$ cat src/rtl/cordic_pkg.sv
// Shared CORDIC constants: stage count, Q2.14 angle/gain constants and the
// arctangent table used by both the vectoring and rotation-mode CORDIC blocks.
package cordic_pkg;

    localparam int NTAB = 16;
    localparam int XYW  = 18;  // internal x/y width: headroom for negation and gain
    localparam int ZW   = 32;  // angle accumulator width, matches angle_out

    localparam logic signed [ZW-1:0] PI        = 32'sh0000_C90F;
    localparam logic signed [ZW-1:0] HALF_PI   = 32'sh0000_6488;
    localparam logic        [15:0]   CORDIC_1K = 16'h26DD;

    // atan(2^-k) in Q2.14, truncated
    localparam logic [15:0] ATAN [NTAB] = '{
        16'h3243, 16'h1DAC, 16'h0FAD, 16'h07F5,
        16'h03FE, 16'h01FF, 16'h00FF, 16'h007F,
        16'h003F, 16'h001F, 16'h000F, 16'h0007,
        16'h0003, 16'h0001, 16'h0000, 16'h0000
    };

endpackage

$ cat src/rtl/cordic_vector_stage.sv
// One registered vectoring micro-rotation: drives y toward zero by +/-atan(2^-k)
// and accumulates the applied rotation in z.
module cordic_vector_stage
    import cordic_pkg::*;
#(
    parameter int          SHIFT  = 0,
    parameter logic [15:0] ATAN_K = 16'h0000
) (
    input  logic                  clock,
    input  logic                  reset,
    input  logic signed [XYW-1:0] x,
    input  logic signed [XYW-1:0] y,
    input  logic signed [ZW-1:0]  z,
    input  logic                  valid,
    output logic signed [XYW-1:0] x_next,
    output logic signed [XYW-1:0] y_next,
    output logic signed [ZW-1:0]  z_next,
    output logic                  valid_next
);

    localparam logic signed [ZW-1:0] ATAN_Z = $signed({{(ZW-16){1'b0}}, ATAN_K});

    logic signed [XYW-1:0] x_sh;
    logic signed [XYW-1:0] y_sh;

    assign x_sh = x >>> SHIFT;
    assign y_sh = y >>> SHIFT;

    // NOTE: non-blocking assignments so every stage samples its neighbour's pre-edge value.
    always_ff @(posedge clock or negedge reset) begin
        if (!reset) begin
            x_next     <= '0;
            y_next     <= '0;
            z_next     <= '0;
            valid_next <= 1'b0;
        end else begin
            valid_next <= valid;
            if (!y[XYW-1]) begin
                x_next <= x + y_sh;
                y_next <= y - x_sh;
                z_next <= z + ATAN_Z;
            end else begin
                x_next <= x - y_sh;
                y_next <= y + x_sh;
                z_next <= z - ATAN_Z;
            end
        end
    end

endmodule

$ cat src/rtl/cordic_vector.sv
// Fully pipelined vectoring CORDIC: atan2(y,x) and gain-compensated magnitude,
// one sample per cycle, 18-cycle latency (pre-rotation, NTAB stages, output).
module cordic_vector
    import cordic_pkg::*;
#(
    parameter int NTAB = cordic_pkg::NTAB
) (
    input  logic        clock,
    input  logic        reset,
    input  logic [15:0] x_in,
    input  logic [15:0] y_in,
    input  logic        valid_in,
    output logic [31:0] angle_out,
    output logic [15:0] mag_out,
    output logic        valid_out
);

    localparam int PW = XYW + 17;
    localparam logic signed [16:0] MAG_K = {1'b0, CORDIC_1K};

    logic signed [XYW-1:0] xs [NTAB+1];
    logic signed [XYW-1:0] ys [NTAB+1];
    logic signed [ZW-1:0]  zs [NTAB+1];
    logic                  vs [NTAB+1];

    logic signed [XYW-1:0] x_ext, y_ext, x0, y0;
    logic signed [ZW-1:0]  z0;
    logic                  v0;

    assign x_ext = {{(XYW-16){x_in[15]}}, x_in};
    assign y_ext = {{(XYW-16){y_in[15]}}, y_in};

    // Left half-plane inputs are rotated by PI so the stages only see x >= 0.
    always_ff @(posedge clock or negedge reset) begin
        if (!reset) begin
            x0 <= '0;
            y0 <= '0;
            z0 <= '0;
            v0 <= 1'b0;
        end else begin
            v0 <= valid_in;
            if (x_in[15]) begin
                x0 <= -x_ext;
                y0 <= -y_ext;
                z0 <= y_in[15] ? -PI : PI;
            end else begin
                x0 <= x_ext;
                y0 <= y_ext;
                z0 <= '0;
            end
        end
    end

    assign xs[0] = x0;
    assign ys[0] = y0;
    assign zs[0] = z0;
    assign vs[0] = v0;

    for (genvar k = 0; k < NTAB; k++) begin : g_stage
        cordic_vector_stage #(
            .SHIFT  (k),
            .ATAN_K (ATAN[k])
        ) u_stage (
            .clock      (clock),
            .reset      (reset),
            .x          (xs[k]),
            .y          (ys[k]),
            .z          (zs[k]),
            .valid      (vs[k]),
            .x_next     (xs[k+1]),
            .y_next     (ys[k+1]),
            .z_next     (zs[k+1]),
            .valid_next (vs[k+1])
        );
    end

    logic signed [PW-1:0] prod;
    logic        [15:0]   mag_sat;
    logic signed [ZW-1:0] angle_sel;

    assign prod = PW'(xs[NTAB]) * PW'(MAG_K);

    // x_final is zero only for a zero input vector, whose angle is defined as 0.
    // NOTE: every always_comb output gets a default first so no latch is inferred.
    always_comb begin
        mag_sat = prod[29:14];
        if (prod[PW-1]) begin
            mag_sat = '0;
        end else if (|prod[PW-2:30]) begin
            mag_sat = 16'hFFFF;
        end

        angle_sel = zs[NTAB];
        if (xs[NTAB] == '0) begin
            angle_sel = '0;
        end else if (zs[NTAB] > PI) begin
            angle_sel = PI;
        end else if (zs[NTAB] < -PI) begin
            angle_sel = -PI;
        end
    end

    always_ff @(posedge clock or negedge reset) begin
        if (!reset) begin
            angle_out <= '0;
            mag_out   <= '0;
            valid_out <= 1'b0;
        end else begin
            angle_out <= angle_sel;
            mag_out   <= mag_sat;
            valid_out <= vs[NTAB];
        end
    end

endmodule

$ cat config.mk
export PLATFORM = sky130hd
export DESIGN_NAME = cordic_vector
export DESIGN_NICKNAME = d
export VERILOG_FILES = /design/src/rtl/cordic_pkg.sv /design/src/rtl/cordic_vector_stage.sv /design/src/rtl/cordic_vector.sv
export SDC_FILE = /design/constraint.sdc
export NUM_CORES = 2
export LEC_CHECK = 0
export CORE_MARGIN = 2
export CORE_UTILIZATION = 70
export CTS_CLUSTER_DIAMETER = 60
export DETAILED_ROUTE_END_ITERATION = 12
export DONT_BUFFER_PORTS = 1
export PLACE_DENSITY_LB_ADDON = 0.05
export REMOVE_ABC_BUFFERS = 1
export SETUP_SLACK_MARGIN = 0.2
export SLEW_MARGIN = 20
export SYNTH_ARGS = -nofsm -noshare
export SYNTH_HDL_FRONTEND = slang
export SYNTH_SLANG_ARGS = --single-unit
export TNS_END_PERCENT = 10
$ cat constraint.sdc
create_clock -name clock -period 13 [get_ports clock]
set_input_delay 0.65 -clock clock [delete_from_list [all_inputs] [get_ports clock]]
set_output_delay 0.65 -clock clock [all_outputs]
set_load 0.005 [all_outputs]
==> results.txt <==
status = finished, final reports clean
max-slew violations = 0
Clock transition at path regs = 0.06 ns
chip width = 348 um
Final Cell Area = 89800 um^2
vias per cell = 5.98
Async SR Flop Fraction = 1.00
DRC Markers = 0
slowest stage delay, CP = 0.67 ns
critical path data arrival time = 8.12 ns
Core ar. = 118000 um^2
Clock Skew = 0.0231 ns
Num Clock Sinks = 1158
Max clock buf depth = 3
worst skew pair latency = 0.79 ns
Synth-to-Final Area Change = 8.42%
Routability Congestion = 0.914
hold path cells = 2
worst setup margin = 5.59 ns
Reg area = 29000 um^2
Diodes inserted = 0
WS Path Type = reg -> reg
Worst Max-Slew Pin Slew = 1.36 ns
DIE HEIGHT = 348 um
Crit-path slowest cell = a22oi_2
number of DRC markers in iteration 0 = 3513
largest net degree at the start of global routing = 1159
max_cap viols = 0
startpoint of the worst hold path = x_in[1]
CTS tree = built
Post-synth EDFFs = 0
Syn. warnings = 0
CP Capture Type = flip-flop
remaining global-route overflow = 0
Ports = 84
post-synthesis cell count = 8572
Tightest Hold Check Type = in -> reg
Final setup viols = 0
via count = 61800
Worst Path Required = 13.71 ns
cts repair resizes = 0
DRT Wirelength = 178000 um
Clock Root Buffer = clkbuf_16
htree depth = 4
Crit Path Max Fanout = 16
Avg Inst Size Synth = 9.66 um^2
initial antenna violation count = 0
die footprint = 121000 um^2
Slew headroom = 0.0947
Synth cell types = 96
Tot GR Track Use = 0.295
Critical Path Start Type = flip-flop
post-route ant nets = 0
Final nets = 9986
sequential share of the synthesized area = 0.350
Post-Syn Area = 82800 um^2
routed len/inst = 17.2 um
cell chain of the critical path = inv_1 > ha_1 > inv_1 > fa_1 > inv_1 > fa_1 > fa_1 > fa_1 > inv_1 > fa_1 > inv_1 > ha_1 > a21oi_1 > o21ai_0 > a31oi_1 > a211oi_1 > o41ai_2 > o21ai_1 > a21oi_2 > mux2_1 > a22oi_2 > o21a_1
first-pass GRT wire length = 296000 um
Num CTS Buffers = 139
HPWL Detailed = 134000 um
fin crit share = 0.570
Reg-to-Reg Start = g_stage[15].u_stage.x_next[9]
dpl ws = 5.57 ns
hold endpoint = x0[1]
IO Port Bufs = 0
Multi-input gate area = 51200 um^2
number of global-route vias before repair = 61800
Tmin final = 7.41 ns
R2R Path End = mag_out[5]
Top FF cell, synth = dfrtp_1
initial core utilization = 0.703
Synth Register Bits = 1158
Fmax = 135 MHz
Setup TNS Final = 0 ns
# rows = 126
worst reg-to-reg path cell count = 22
DP Area = 84600 um^2
share of layout cells above drive strength 1 = 0.0416
final-report hold violation count = 0
FF-to-FF setup slack = 5.59 ns
Initial DRT Pass Iterations = 5
Fill cells = 8155
Hold Slack = 0.0507 ns
setup repair after global routing missed its margin = no
-- worst max path at each step --
| stage | endpoint | start | slack (ns) |
|---|---|---|---|
| after global placement | mag_out[11] | g_stage[15].u_stage.x_next[8] | 5.67 |
| after detailed placement | mag_out[1] | g_stage[15].u_stage.x_next[8] | 5.57 |
| after global routing | mag_out[3] | g_stage[15].u_stage.x_next[8] | 5.18 |
| after CTS | mag_out[14] | g_stage[15].u_stage.x_next[8] | 5.52 |
| after floorplan | mag_out[0] | g_stage[15].u_stage.x_next[17] | 6.14 |
| final | mag_out[5] | g_stage[15].u_stage.x_next[9] | 5.59 |
-- final cells by class --
cell class,instances,area share
multi-input cells,6692,0.570
clock buffers,183,0.0435
repair buffers,63,0.00777
inverters,627,0.0262
flip-flops and latches,1158,0.323
well taps,1536,0.0214
clock inverters,71,0.00889
-- through the flow --
step,instances,utilization
2_1_floorplan,8477,-
3_3_place_gp,10000,0.718
3_5_place_dp,10000,0.718
4_1_cts,10300,0.761
5_1_grt,10300,0.763
6_report,10300,0.763
-- synth_stat cells (13+ instances only) --
master | n | area share
a2111oi_0 | 18 | 0.0019
a211o_1 | 21 | 0.0022
a211oi_1 | 73 | 0.0066
a21boi_0 | 33 | 0.0030
a21o_1 | 263 | 0.024
a21oi_1 | 680 | 0.041
a221o_1 | 14 | 0.0017
a221oi_1 | 22 | 0.0023
a31o_2 | 19 | 0.0020
a31oi_1 | 51 | 0.0039
a41o_1 | 18 | 0.0022
a41oi_1 | 14 | 0.0015
and2_1 | 21 | 0.0016
and3_1 | 68 | 0.0051
and4_1 | 16 | 0.0017
buf_1 | 14 | 0.00063
clkbuf_1 | 80 | 0.0036
dfrtp_1 | 1158 | 0.35
fa_1 | 165 | 0.040
ha_1 | 1105 | 0.17
inv_1 | 624 | 0.028
mux2_2 | 23 | 0.0031
mux2i_1 | 35 | 0.0042
nand2_1 | 375 | 0.017
nand2b_1 | 104 | 0.0079
nand3_1 | 174 | 0.011
nand4_1 | 36 | 0.0027
nor2_1 | 762 | 0.035
nor2b_1 | 167 | 0.013
nor3_1 | 283 | 0.017
nor4_1 | 47 | 0.0035
nor4b_1 | 13 | 0.0014
o211ai_1 | 27 | 0.0024
o21a_1 | 127 | 0.012
o21ai_0 | 375 | 0.023
o21ai_1 | 17 | 0.0010
o21bai_1 | 126 | 0.011
o31ai_1 | 38 | 0.0034
o41ai_1 | 56 | 0.0059
or2_2 | 18 | 0.0014
or3_1 | 63 | 0.0048
xnor2_1 | 789 | 0.083
xor2_1 | 286 | 0.030
-- sequential cells by signal (all words and copies together) (netlist names) --
register                    flops
g_stage.u_stage.valid_next     16
v0                              1
valid_out                       1
g_stage.u_stage.y_next        254
z0                              3
mag_out                        16
g_stage.u_stage.z_next        511
g_stage.u_stage.x_next        288
y0                             18
angle_out                      32
x0                             18
-- kinds of logic (layout without fill, tap and decap cells) --
kind of cell | count (synthesis) | in the layout | synth area share
and+or+nand+nor | 2183 | 2183 | 0.125
AOI/OAI and AO/OA | 2102 | 2102 | 0.164
adders and majority gates | 1270 | 1270 | 0.207
DFF | 1158 | 1158 | 0.350
xor gates and xnor gates | 1076 | 1076 | 0.114
buffers and inverters | 723 | 944 | 0.0328
muxes | 59 | 59 | 0.00749
other | 1 | 2 | 0.0000453
-- worst max-delay path, delay by kind of cell (launching register included) --
kind	cells	cell delay [ns]
adder cells (fa/ha/maj)	7	3.25
multiplexers	1	0.36
buffers and inverters	5	0.33
AO/OA/AOI/OAI	9	2.83
flip-flops	1	0.53
-- per-layer routing --
metal  global-route usage  wire, um
met1                0.367     75600
met2                0.519     88100
met3               0.0419      7700
met5                    0         0
met4                0.118      6720
-- placed cells by master, fill, tap and decap left out, types with 19 or more instances in the layout --
cell,Yosys,layout
a211o_1,21,21
fa_1,165,165
nor2b_1,167,167
buf_4,0,22
o21ai_0,375,375
nor2_1,762,762
nand2b_1,104,104
clkbuf_16,0,142
dlygate4sd3_1,0,34
a21boi_0,33,33
o211ai_1,27,27
xor2_1,286,286
a21oi_1,680,680
o31ai_1,38,38
nor4_1,47,46
and3_1,68,68
and2_1,21,21
dfrtp_1,1158,1153
mux2i_1,35,35
clkbuf_1,80,21
a31o_2,19,19
nand3_1,174,174
a221oi_1,22,22
or3_1,63,63
o21bai_1,126,126
nor3_1,283,283
o21a_1,127,127
a211oi_1,73,73
clkbuf_8,0,20
mux2_2,23,23
xnor2_1,789,789
nand4_1,36,36
a31oi_1,51,51
inv_1,624,624
nand2_1,375,375
ha_1,1105,1105
o41ai_1,56,56
a21o_1,263,263
-- what timing repair did --
item / CTS / global route
endpoints found under the setup margin: 0 / 0
hold endpoints to repair: 1193 / 207
hold buffers: 33 / 2
buffers inserted: 0 / 0
Power is left out: the tool's default activity adds up to more than one toggle a clock period on the data nets, which glitch-free logic cannot reach.
